## config.mk

```make
export PLATFORM = sky130hd
export DESIGN_NAME = serial_frame_rx
export DESIGN_NICKNAME = d
export VERILOG_FILES = /design/src/rtl/serial_frame_rx.sv
export SDC_FILE = /design/constraint.sdc
export NUM_CORES = 1
export LEC_CHECK = 0
export CAP_MARGIN = 20
export CORE_AREA = 2 2 55 57
export CTS_CLUSTER_DIAMETER = 200
export DETAILED_ROUTE_END_ITERATION = 7
export DIE_AREA = 0 0 57 59
export PLACE_DENSITY = 0.71
export RECOVER_POWER = 50
export SYNTH_ARGS = -nofsm -noshare
export SYNTH_HDL_FRONTEND = slang
export SYNTH_SLANG_ARGS = --single-unit
```

## constraint.sdc

```tcl
create_clock -name i_clk -period 3.4 [get_ports i_clk]
set_input_delay 0.34 -clock i_clk [delete_from_list [all_inputs] [get_ports i_clk]]
set_output_delay 0.34 -clock i_clk [all_outputs]
set_load 0.005 [all_outputs]
```

## src/rtl/serial_frame_rx.sv

```systemverilog
// Serial frame receiver: start bit, WIDTH data bits LSB-first, optional even parity, stop bit.
// Samples the registered line mid-bit and reports each word with a one-cycle valid or frame-error pulse.
module serial_frame_rx #(
    parameter int WIDTH        = 8,
    parameter int CLKS_PER_BIT = 4,
    parameter int PARITY_EN    = 1
) (
    input  logic             i_clk,
    input  logic             i_rst,
    input  logic             i_d,
    output logic [WIDTH-1:0] o_data,
    output logic             o_valid,
    output logic             o_parity_err,
    output logic             o_frame_err,
    output logic             o_busy
);

    localparam int CNT_W = $clog2(CLKS_PER_BIT) + 1;
    localparam int IDX_W = $clog2(WIDTH) + 1;

    localparam logic [CNT_W-1:0] HALF_M1  = CNT_W'(CLKS_PER_BIT / 2 - 1);
    localparam logic [CNT_W-1:0] FULL_M1  = CNT_W'(CLKS_PER_BIT - 1);
    localparam logic [IDX_W-1:0] LAST_IDX = IDX_W'(WIDTH - 1);

    localparam logic [2:0] IDLE   = 3'd0;
    localparam logic [2:0] START  = 3'd1;
    localparam logic [2:0] DATA   = 3'd2;
    localparam logic [2:0] PARITY = 3'd3;
    localparam logic [2:0] STOP   = 3'd4;
    localparam logic [2:0] BREAK  = 3'd5;

    logic             d_q;
    logic [2:0]       state_q, state_next;
    logic [CNT_W-1:0] cnt_q, cnt_next;
    logic [IDX_W-1:0] idx_q, idx_next;
    logic [WIDTH-1:0] shift_q, shift_next;
    logic             par_q, par_next;
    logic             perr_q, perr_next;
    logic             valid_next, ferr_next;
    logic             tick;

    // Every sampling state counts from 0; START waits half a bit, the rest a full bit.
    assign tick = (state_q == START) ? (cnt_q == HALF_M1) : (cnt_q == FULL_M1);

    always_comb begin
        state_next = state_q;
        cnt_next   = cnt_q + 1'b1;
        idx_next   = idx_q;
        shift_next = shift_q;
        par_next   = par_q;
        perr_next  = perr_q;
        valid_next = 1'b0;
        ferr_next  = 1'b0;

        case (state_q)
            IDLE: begin
                cnt_next = '0;
                if (!d_q) begin
                    state_next = START;
                end
            end
            START: begin
                if (tick) begin
                    cnt_next = '0;
                    idx_next = '0;
                    par_next = 1'b0;
                    state_next = d_q ? IDLE : DATA;
                end
            end
            DATA: begin
                if (tick) begin
                    cnt_next   = '0;
                    shift_next = (shift_q >> 1) | (WIDTH'(d_q) << (WIDTH - 1));
                    par_next   = par_q ^ d_q;
                    idx_next   = idx_q + 1'b1;
                    if (idx_q == LAST_IDX) begin
                        perr_next  = 1'b0;
                        state_next = (PARITY_EN != 0) ? PARITY : STOP;
                    end
                end
            end
            PARITY: begin
                if (tick) begin
                    cnt_next   = '0;
                    perr_next  = par_q ^ d_q;
                    state_next = STOP;
                end
            end
            STOP: begin
                if (tick) begin
                    cnt_next = '0;
                    if (d_q) begin
                        valid_next = 1'b1;
                        state_next = IDLE;
                    end else begin
                        ferr_next  = 1'b1;
                        state_next = BREAK;
                    end
                end
            end
            BREAK: begin
                cnt_next = '0;
                if (d_q) begin
                    state_next = IDLE;
                end
            end
            default: begin
                cnt_next   = '0;
                state_next = IDLE;
            end
        endcase
    end

    always_ff @(posedge i_clk) begin
        if (i_rst) begin
            d_q          <= 1'b1;
            state_q      <= IDLE;
            cnt_q        <= '0;
            idx_q        <= '0;
            shift_q      <= '0;
            par_q        <= 1'b0;
            perr_q       <= 1'b0;
            o_data       <= '0;
            o_valid      <= 1'b0;
            o_parity_err <= 1'b0;
            o_frame_err  <= 1'b0;
            o_busy       <= 1'b0;
        end else begin
            d_q          <= i_d;
            state_q      <= state_next;
            cnt_q        <= cnt_next;
            idx_q        <= idx_next;
            shift_q      <= shift_next;
            par_q        <= par_next;
            perr_q       <= perr_next;
            o_valid      <= valid_next;
            o_parity_err <= valid_next & perr_q & (PARITY_EN != 0);
            o_frame_err  <= ferr_next;
            o_busy       <= (state_next != IDLE);
            if (valid_next) begin
                o_data <= shift_q;
            end
        end
    end

endmodule

```

======== Yosys cells after proc, flatten, opt, wreduce, memory -nomap -nowiden ========
Cells that the tools add are included.
word-level totals
  flip-flop bits (word level) ............. 33
  input bits .............................. 3
  output and inout port bits .............. 12
cells by class
  add/sub/neg operators ................... 2
  eq/ne operators ......................... 12
  multiplexer cells ....................... 24
  bitwise logic cells ..................... 6
  reduce and logical (&&, ||, !) cells .... 10
operators by type and width
  cell                 number
  $mux 3               8
  $pmux 3 s6           1
  $eq 3x2->1 const B   3
  $mux 1               9
  $mux 4               2
  $ne 2x2->1 const B   4
  $or 7x8->8           1
  $pmux 4 s2           1
  $eq 3x1->1 const B   2
  $eq 3x3->1 const B   2
  $reduce_or 3->1      2
  $add 4x1->4 const B  1
  $eq 4x3->1 const B   1
  $pmux 1 s2           2
  $reduce_and 4->1     1
  $reduce_bool 2->1    2
  $reduce_or 4->1      1
  $add 3x1->3 const B  1
  $logic_not 3->1      1
  $not 1->1            3
  $reduce_and 3->1     1
  $reduce_bool 3->1    1
  $mux 2               1
  $reduce_and 2->1     1
  other kinds (2)      2

======== Depth between registers and ports, before layout ========
  depth after elaboration ................. 5
  gate-level depth with buffers ........... 7
  gate-level depth less buffers ........... 5

======== Worst setup path after synthesis ========
Ideal clock, no wire load.
  path kind ............................... register to register
  from .................................... register state_q[0]
  to ...................................... register idx_q[2]
  library setup time ...................... 0.131 ns
  arrival time ............................ 1.393 ns
  required time ........................... 3.269 ns
  setup slack ............................. 1.875 ns
  cell stages (with the launch flop) ...... 7
  buffers on the path ..................... 1
  path through ............................ dfxtp_1 > buf_4 > and2b_4 > or4b_4 > and2_4 > o21ai_1 > a21oi_1
between the ends
  cells in the longest elaborated chain, start to end .. 4
  elaborated cells between the ends (all ways) .. 8
  classes of those cells .................. eq/ne (4); mux (2); reduce/logical (2)
ends and longest elaborated chain
  what                        RTL line  text
  start, declared             33        logic [2:0] state_q, state_next;
  start signal, assigned      130       state_q <= state_next;
  $eq 3x1->1                  43, 55
  $mux 1                      43        assign tick = (state_q == START) ? (cnt_q == HALF_M1) : (cnt_q == FULL_M1);
  $ne 2x2->1 (no line)        -
  $reduce_and 3->1 (no line)  -
  end signal, assigned        132       idx_q <= idx_next;
  end, declared               35        logic [IDX_W-1:0] idx_q, idx_next;
Several ways; a longest one is shown, not always the timed one.
A chain may end at the register's enable or synchronous reset.

==> flow_summary.toml <==
[synth]
synth_area_um2 = 1350
yosysTopAreaCellShare_pct = 49.1
synth_edf_count = 0
yosysUniqueCellTypes = 37
synth_area_leaders = "dfxtp_1 49%, mux2i_1 6.0%, nor2_1 5.9%, a21oi_1 5.6%, nand2_1 5.6%"
synth_common_cells = "33 x dfxtp_1, 21 x nor2_1, 20 x nand2_1"
syn_avg_cell_area_um2 = 8.79
synthFlopType = "dfxtp_1"
async_flop_share_pct = 0
yosysWarnings = 0
syn-num-nets = 158
yosysTopAreaCell = "dfxtp_1"
netlist_instances = 153
yosys.cell_count.top_type = "dfxtp_1"
yosysSeqAreaShare_pct = 49.1
ys_seq_elements = 33

[floorplan]
fp-row-count = 19
core_area_um2 = 2710
fp.dieW_um = 57
ios = 15
start_util_pct = 49.6
chipHeight_um = 59
design.die.area_um2 = 3360

[power]
p_total_uw = 661
seq_power_share_pct = 59.7
cellLeakagePower_nw = 0.701
max-vdd-ir-drop_mv = 0.303
power_frac_comb_pct = 3.1
power_density_nw_per_um2 = 425
p_int_uw = 519
p_clk_share_pct = 37.1
sw_frac_of_total_pct = 21.4
p_sw_uw = 142

[critical_path]
worstSetupPathType = "primary input to flop"
r2r-start = "state_q[1]"
crit_slowest_cell = "clkbuf_1"
path_cells = "dlygate4sd3_1 > clkbuf_1 > nor2_1 > nand3_1 > nand2_1 > o31ai_1 > o211ai_1"
cp_data_arrival_time_ns = 2.44
max_stage_delay_ns = 0.89
cp-end-kind = "flop"
cp-startpoint = "i_rst"
crit_fanout = 30
startpoint_type = "primary input"
worst_ep_required_time_ns = 3.58

[cells_and_area]
final_nets = 171
finalNonFillerCells = 198
n_antenna_cell = 0
area_growth_pct = 15.4
final_core_util_pct = 57.3
design_area_um2 = 1550
drive_above_1_share_pct = 8.38

[global_routing]
grt_max_degree = 31
antenna_found_initial = 0
grt_overflow = 0
grt_pass1_vias = 901
grt_pass1_wl_um = 3970
grt_util_all_layers_pct = 15.7

[routing]
via_per_inst = 5.37
drc = 0
met2_length_um = 1080
drtIter0Drc = 24
drt_wl_total_um = 2330
wl_per_cell_um = 11.8
routed.top_layer = "met4"
wl_met1_um = 1100
vias = 1063
first_pass_iters = 5
met3_length_um = 100
postRouteAntennaNets = 0

[sta]
hold_slack_ns = 0.472
tightest_slew_ns = 1.21
skew_ns = 0.00557
clock.fmax_mhz = 442
slew_headroom_pct = 19.0
grt_setup_unrepaired = "no"
setup_viol_count_final = 0
slew_viol_final = 0
finalSetupTns_ns = 0
fin_crit_ns = 2.26
hold_violations = 0
fin_ws_ns = 1.14
fin_crit_sh_pct = 66.5

[clock_tree]
cts_root_buffer = "clkbuf_4"
insertion_delay_ns = 0.33
cts_buffer_depth = 2
clk_pin_slew_worst_paths_ns = 0.09
htree_num_levels = 2
numCtsBuffers = 5
holdBufCountCts = 0
cts_tree = "yes"
cts_setup_buffers = 0
clock-sinks = 33
cts_resized = 0

[min_path]
worst_hold_path_type = "flop to flop"
hp-start = "idx_q[3]"

[placed_design]
place_area_um2 = 1490
pre_cts_slack_ns = 1.52
port-buffer-count = 14
gp_congestion = 0.751
dp_cells = 190
dp_hpwl_um = 1610

[job]
cap_violations = 0

[run_status]
status = "completed"
==> final cells by class <==
class | count | area (um2)
Fill cell | 258 | 1160
Clock inverter | 1 | 5.00
Timing Repair Buffer | 16 | 151
Inverter | 5 | 18.8
Sequential cell | 33 | 661
Multi-Input combinational cell | 105 | 613
Tap cell | 31 | 38.8
Clock buffer | 7 | 65.1
==> cell families after synthesis <==
| logic type | count (synthesis) | synth area share [%] |
|---|---|---|
| simple gates | 63 | 22.9 |
| flops | 33 | 49.1 |
| compound gates | 29 | 12.9 |
| buf+inv | 15 | 5.30 |
| mux | 8 | 5.95 |
| xor+xnor | 3 | 1.95 |
| fa+ha+maj | 2 | 1.86 |
==> layout by cell type (no fill, tap or decap), types with 2 or more instances in the layout <==
master / instances
ha_1: 2
nor3_1: 2
clkbuf_8: 2
and3_1: 2
dfxtp_1: 33
o31ai_1: 2
nor2_1: 21
a211oi_1: 2
mux2i_1: 8
nand2b_1: 2
clkbuf_4: 5
a31oi_1: 2
inv_1: 5
dlygate4sd3_1: 13
nand2_1: 20
nand3b_1: 2
o21ai_0: 3
a21oi_1: 15
nand3_1: 3
xor2_1: 3
==> per-layer routing <==
metal / track usage, % / vias to the layer above
met4: 8.97 / 0
met5: 0 / -
met3: 5.90 / 6
li1: - / 543
met2: 24.6 / 23
met1: 18.6 / 491
==> registers in the layout, summed over array words and instances, names as in the netlist <==
register      cells
o_valid           1
cnt_q             3
o_frame_err       1
state_q           3
o_parity_err      1
perr_q            1
idx_q             4
par_q             1
o_busy            1
o_data            8
d_q               1
shift_q           8
==> worst max-delay path: cells and delay by family <==
family | cells | cell delay, ns
AOI/OAI and AO/OA | 2 | 0.38
buffers and inverters | 2 | 1.41
and+or+nand+nor | 3 | 0.30
==> power by group through the flow <==
stage | combinational, mW | clock [mW] | sequential (mW)
finish | 0.0207 | 0.245 | 0.394
global route | 0.0232 | 0.272 | 0.395
CTS | 0.0219 | 0.254 | 0.394
detailed placement | 0.0218 | 0 | 0.403
global placement | 0.0218 | 0 | 0.403
floorplan | 0.0187 | 0 | 0.400
==> final timing paths <==
kind | depth (start not counted) | to | slack (ns)
max | 7 | o_busy | 1.14
min | 1 | idx_q[3] | 0.47
max reg2reg | 5 | idx_q[3] | 1.56
min reg2reg | 1 | idx_q[3] | 0.47
Note: power is estimated with default switching activity, not from simulation.
==> RTL edit 1 (config.mk and constraints unchanged) <==
Take the reset off `shift_q` and load it in a clocked block of its own.
--- a/src/rtl/serial_frame_rx.sv
+++ b/src/rtl/serial_frame_rx.sv
@@ -117,7 +117,6 @@
             state_q      <= IDLE;
             cnt_q        <= '0;
             idx_q        <= '0;
-            shift_q      <= '0;
             par_q        <= 1'b0;
             perr_q       <= 1'b0;
             o_data       <= '0;
@@ -130,7 +129,6 @@
             state_q      <= state_next;
             cnt_q        <= cnt_next;
             idx_q        <= idx_next;
-            shift_q      <= shift_next;
             par_q        <= par_next;
             perr_q       <= perr_next;
             o_valid      <= valid_next;
@@ -143,5 +141,9 @@
         end
     end
 
+    always_ff @(posedge i_clk) begin
+        shift_q <= shift_next;
+    end
+
 endmodule
 
Check against the original RTL: no difference found for any inputs over 10 cycles, from zero or initial values and one cycle with i_rst high; that may be too few to reach the edited logic, so the function may still have changed.
==> RTL edit 1 against the unedited design <==
Fmax grew 18%; synthesized area grew 0.37%; worst setup slack gained 0.35 ns; sequential cell count is the same; total power grew 11%; wire length grew 8.4%; cell area grew 2.1%; critical endpoint is now o_data[3]; largest power group unchanged.
==> RTL edit 1: results (changes against the unedited design) <==
- Status: complete, no violations (unchanged)
- Netlist cell types: 44 (was 37)
- Post-DP Area: 1500 µm² (was 1490 µm²)
- Nets: 145 (was 171)
- Adder-cell share of the synthesized area: 1.85% (was 1.86%)
- Hold_sp: shift_q[7] (was idx_q[3])
- Mux cell area share after synthesis: 5.93% (was 5.95%)
- GPL Wtd Cong: 0.793 (was 0.751)
- Iter 0 DRT Violations: 26 (was 24)
- Synth Area in XOR/XNOR: 1.95% (about the same)
- Vias in the first global route: 969 (was 901)
- Placed Cells: 164 (was 190)
- Worst reg2reg path endpoint: o_data[3] (was idx_q[3])
- GR Layer Usage met3: 6.11% (was 5.90%)
- Total Wirelength: 2.52 mm (was 2.33 mm)
- R2R setup slack: 1.49 ns (was 1.56 ns)
- Reg2Reg Launch Point: state_q[0] (was state_q[1])
- First-pass GRT wire length: 4.31 mm (was 3.97 mm)
- Commonest cells in the netlist: dfxtp_1 (25), nor2_1 (17), edfxtp_1 (8), mux2i_1 (8), inv_1 (7) (was dfxtp_1 (33), nor2_1 (21), nand2_1 (20))
- Period minus WS final: 1.91 ns (was 2.26 ns)
- Leading cell types by total area after synthesis: dfxtp_1 (37%), edfxtp_1 (18%), mux2i_1 (5.9%), nor2_1 (4.7%), inv_1 (1.9%) (was dfxtp_1 (49%), mux2i_1 (6.0%), nor2_1 (5.9%), a21oi_1 (5.6%), nand2_1 (5.6%))
- Worst-margin pin slew: 0.875 ns (was 1.21 ns)
- Peak VDD IR: 0.386 mV (was 0.303 mV)
- Place WS: 1.34 ns (was 1.52 ns)
- Number of synthesized flops with an enable pin: 8 (was 0)
- First-pass DRT Iterations: 4 (was 5)
- Layout cells sized above 1: 9.93% (was 8.38%)
- Finished Layout Cells: 172 (was 198)
- Inserted Diodes: 0 (unchanged)
- Largest net degree at the start of global routing: 25 (was 31)
- P_leak: 0.668 nW (was 0.701 nW)
- Detailed placer's ending HPWL: 1.80 mm (was 1.61 mm)
- CP arrival: 2.11 ns (was 2.44 ns)
- Root buf cell: clkbuf_4 (unchanged)
- Cells after synthesis: 125 (was 153)
- M1 GR Usage: 19.7% (was 18.6%)
- Worst hold path class: register to register (unchanged)
- FF-to-FF path depth: 4 (was 5)
- Overall global routing resource usage: 17.2% (was 15.7%)
- Compound-cell area share of the yosys netlist: 12.9% (about the same)
- CP Class: register to register (was input port to register)
- Sequential-to-total area share from yosys stat: 54.9% (was 49.1%)
- Number of vias per cell: 5.69 (was 5.37)
- Met2 Track Usage GR: 28.4% (was 24.6%)
- Max Fanout on Critical Path: 16 (was 30)
- Setup Skew: 0.00670 ns (was 0.00557 ns)
==> RTL edit 1: cell types whose count changed in the layout (fill, tap and decap cells not counted), moves of 4 or more <==
cell | unedited run | this run
nand2_1 | 20 | 2
a21oi_1 | 15 | 2
dfxtp_1 | 33 | 25
edfxtp_1 | 0 | 8
nor2_1 | 21 | 17
==> RTL edit 1: worst max-delay path: stages, from the launching register on <==
cell      delay (ns)
dfxtp_1         0.66
and4bb_2        0.32
nand3_1         0.47
mux2i_1         0.27
nor2_1          0.05
==> RTL edit 1: per-layer routing <==
metal	up-vias	part of all wire (%)
met5	-	0
met4	0	2.5
met3	10	6.4
met2	37	48
met1	458	43
li1	474	-
==> RTL edit 1: report_power, final <==
group,switching (mW),internal (mW),total [mW]
Combinational,0.0111,0.0106,0.0217
Clock,0.125,0.176,0.300
Sequential,0.00721,0.403,0.410
Total,0.143,0.589,0.732
==> RTL edit 1: how the worst min path moves through the flow <==
| stage | slack (ns) | depth (start not counted) | endpoint |
|---|---|---|---|
| final | 0.46 | 0 | shift_q[6] |
| after global routing | 0.47 | 0 | shift_q[4] |
| after CTS | 0.46 | 0 | shift_q[5] |
| after detailed placement | 0.44 | 0 | shift_q[5] |
| after floorplan | 0.41 | 0 | shift_q[7] |
| after global placement | 0.43 | 0 | shift_q[4] |
==> RTL edit 1: final cells by class <==
cell class	count	area, µm²
well taps	31	38.8
fillers	252	1120
inverters	7	26.3
multi-input cells	79	554
flip-flops and latches	33	741
clock buffers	7	55.1
clock inverters	1	30.0
repair buffers	14	140
==> RTL edit 2 (same settings) <==
Without the edit above. The parameter `PARITY_EN` goes from 1 to 0.
--- a/src/rtl/serial_frame_rx.sv
+++ b/src/rtl/serial_frame_rx.sv
@@ -3,7 +3,7 @@
 module serial_frame_rx #(
     parameter int WIDTH        = 8,
     parameter int CLKS_PER_BIT = 4,
-    parameter int PARITY_EN    = 1
+    parameter int PARITY_EN    = 0
 ) (
     input  logic             i_clk,
     input  logic             i_rst,
Behaviour: no difference found for any inputs over 10 cycles, from zero or initial values and one cycle with i_rst high; that may be too few to reach the edited logic, so the function may still have changed.
==> RTL edit 2 against the unedited design <==
Non-clock buffer count is 3 lower; fmax is 25% higher; total power is 10% lower; die area stayed put; synthesized area is 4.1% lower; highest routed layer unchanged; largest power group unchanged; register-to-register slack better by 0.03 ns; critical path depth is 3 lower; clock power is 13% lower; utilization is 3.5 points lower; wire length is 3.0% lower; cell area is 6.0% lower; worst setup slack better by 0.45 ns; sequential cell count is 3 lower.
==> RTL edit 2: results (changes against the unedited design) <==
- Status: complete, no violations (unchanged)
- Layout cells sized above 1: 8.78% (was 8.38%)
- Setup Skew: 0.00927 ns (was 0.00557 ns)
- Bufs on Longest Clock Path: 2 (unchanged)
- Placed Cells: 171 (was 190)
- Total Wirelength: 2.26 mm (was 2.33 mm)
- Detailed placer's ending HPWL: 1.56 mm (was 1.61 mm)
- First-pass DRT Iterations: 4 (was 5)
- H-tree depth: 2 (unchanged)
- P_leak: 0.553 nW (was 0.701 nW)
- GPL Wtd Cong: 0.752 (was 0.751)
- Via count: 969 (was 1063)
- Max incr delay on CP: 0.55 ns (was 0.89 ns)
- PortBufs: 13 (was 14)
- Resized cells post-CTS: 0 (unchanged)
- Overall global routing resource usage: 15.4% (was 15.7%)
- Iter 0 DRT Violations: 18 (was 24)
- Initial antenna violation count: 0 (unchanged)
- Clk_lat worst skew: 0.32 ns
- Vias in the first global route: 891 (was 901)
- Rel. slew slack: 39.6% (was 19.0%)
- CP arrival: 1.99 ns (was 2.44 ns)
- Place WS: 1.39 ns (was 1.52 ns)
- Max stage delay cell, worst path: and4b_1 (was clkbuf_1)
- Root buf cell: clkbuf_4 (unchanged)
- Sequential-to-total area share from yosys stat: 46.6% (was 49.1%)
- Synth Area per Inst: 9.42 µm² (was 8.79 µm²)
- Asr flop ratio synth: 0% (unchanged)
- Regs by FF count: o_data x8, shift_q x8, idx_q x4 (unchanged)
- Number of vias per cell: 5.41 (was 5.37)
- Hold endpoint: shift_q[0] (was idx_q[3])
- Final hold slack: 0.463 ns (was 0.472 ns)
- Synth warn: 0 (unchanged)
- Max Fanout on Critical Path: 9 (was 30)
- Largest net degree at the start of global routing: 27 (was 31)
- Hold path depth: 2 (was 1)
- Delay-heaviest family, CP: simple AND/OR/NAND/NOR gates (was buffers and inverters)
- Syn_nets: 142 (was 158)
- First-pass GRT wire length: 3.87 mm (was 3.97 mm)
- Hold_sp: shift_q[0] (was idx_q[3])
- Leading cell types by total area after synthesis: dfxtp_1 (47%), mux2i_1 (7.0%), nand2_1 (5.2%), nor2_1 (3.8%), a21oi_1 (3.5%) (was dfxtp_1 (49%), mux2i_1 (6.0%), nor2_1 (5.9%), a21oi_1 (5.6%), nand2_1 (5.6%))
- Reg2Reg Launch Point: cnt_q[1] (was state_q[1])
- Inserted Diodes: 0 (unchanged)
- Post-DP Area: 1400 µm² (was 1490 µm²)
- CTS buffer count: 5 (unchanged)
- Number of buffers added for setup after CTS: 0 (unchanged)
- Ys flop type: dfxtp_1 (unchanged)
- Worst hold path class: register to register (unchanged)
- Peak VDD IR: 0.311 mV (was 0.303 mV)
- Worst setup margin: 1.59 ns (was 1.14 ns)
- Worst reg2reg path endpoint: o_data[6] (was idx_q[3])
- Netlist cell types: 42 (was 37)
- CP Capture Type: register (unchanged)
- Nets: 152 (was 171)
- Commonest cells in the netlist: dfxtp_1 (30), nand2_1 (18), nor2_1 (13) (was dfxtp_1 (33), nor2_1 (21), nand2_1 (20))
- Startpoint Class: register (was input port)
- Clock slew at reported path FFs: 0.09 ns (about the same)
- FF-to-FF path depth: 4 (was 5)
==> RTL edit 2: cell type report <==
cell class	count	area [µm²]
fillers	253	1250
multi-input cells	93	614
flip-flops and latches	30	601
repair buffers	13	130
clock buffers	7	55.1
well taps	31	38.8
inverters	4	15.0
clock inverters	1	5.00
==> RTL edit 2: metal layers <==
layer  vias to the layer above  part of all wire (%)  global-route usage, %
met2                        26                    46                   23.3
met4                         0                   1.4                   5.98
met3                         4                   5.7                   7.21
li1                        492                     -                      -
met1                       447                    47                   19.0
met5                         -                     0                      0
==> RTL edit 2: logic make-up after synthesis <==
family	after synthesis	synth area share (%)
mux	9	6.98
fa+ha+maj	2	1.94
buf+inv	14	5.82
simple gates	53	22.3
xor+xnor	2	1.36
flops	30	46.6
compound gates	26	14.7
other cells	1	0.291
==> RTL edit 2: power breakdown <==
group	leakage, nW	internal [mW]	switching [mW]	total [mW]
combinational	0.275	0.0100	0.0110	0.0211
clock	0.0353	0.100	0.114	0.214
sequential	0.242	0.354	0.00496	0.359
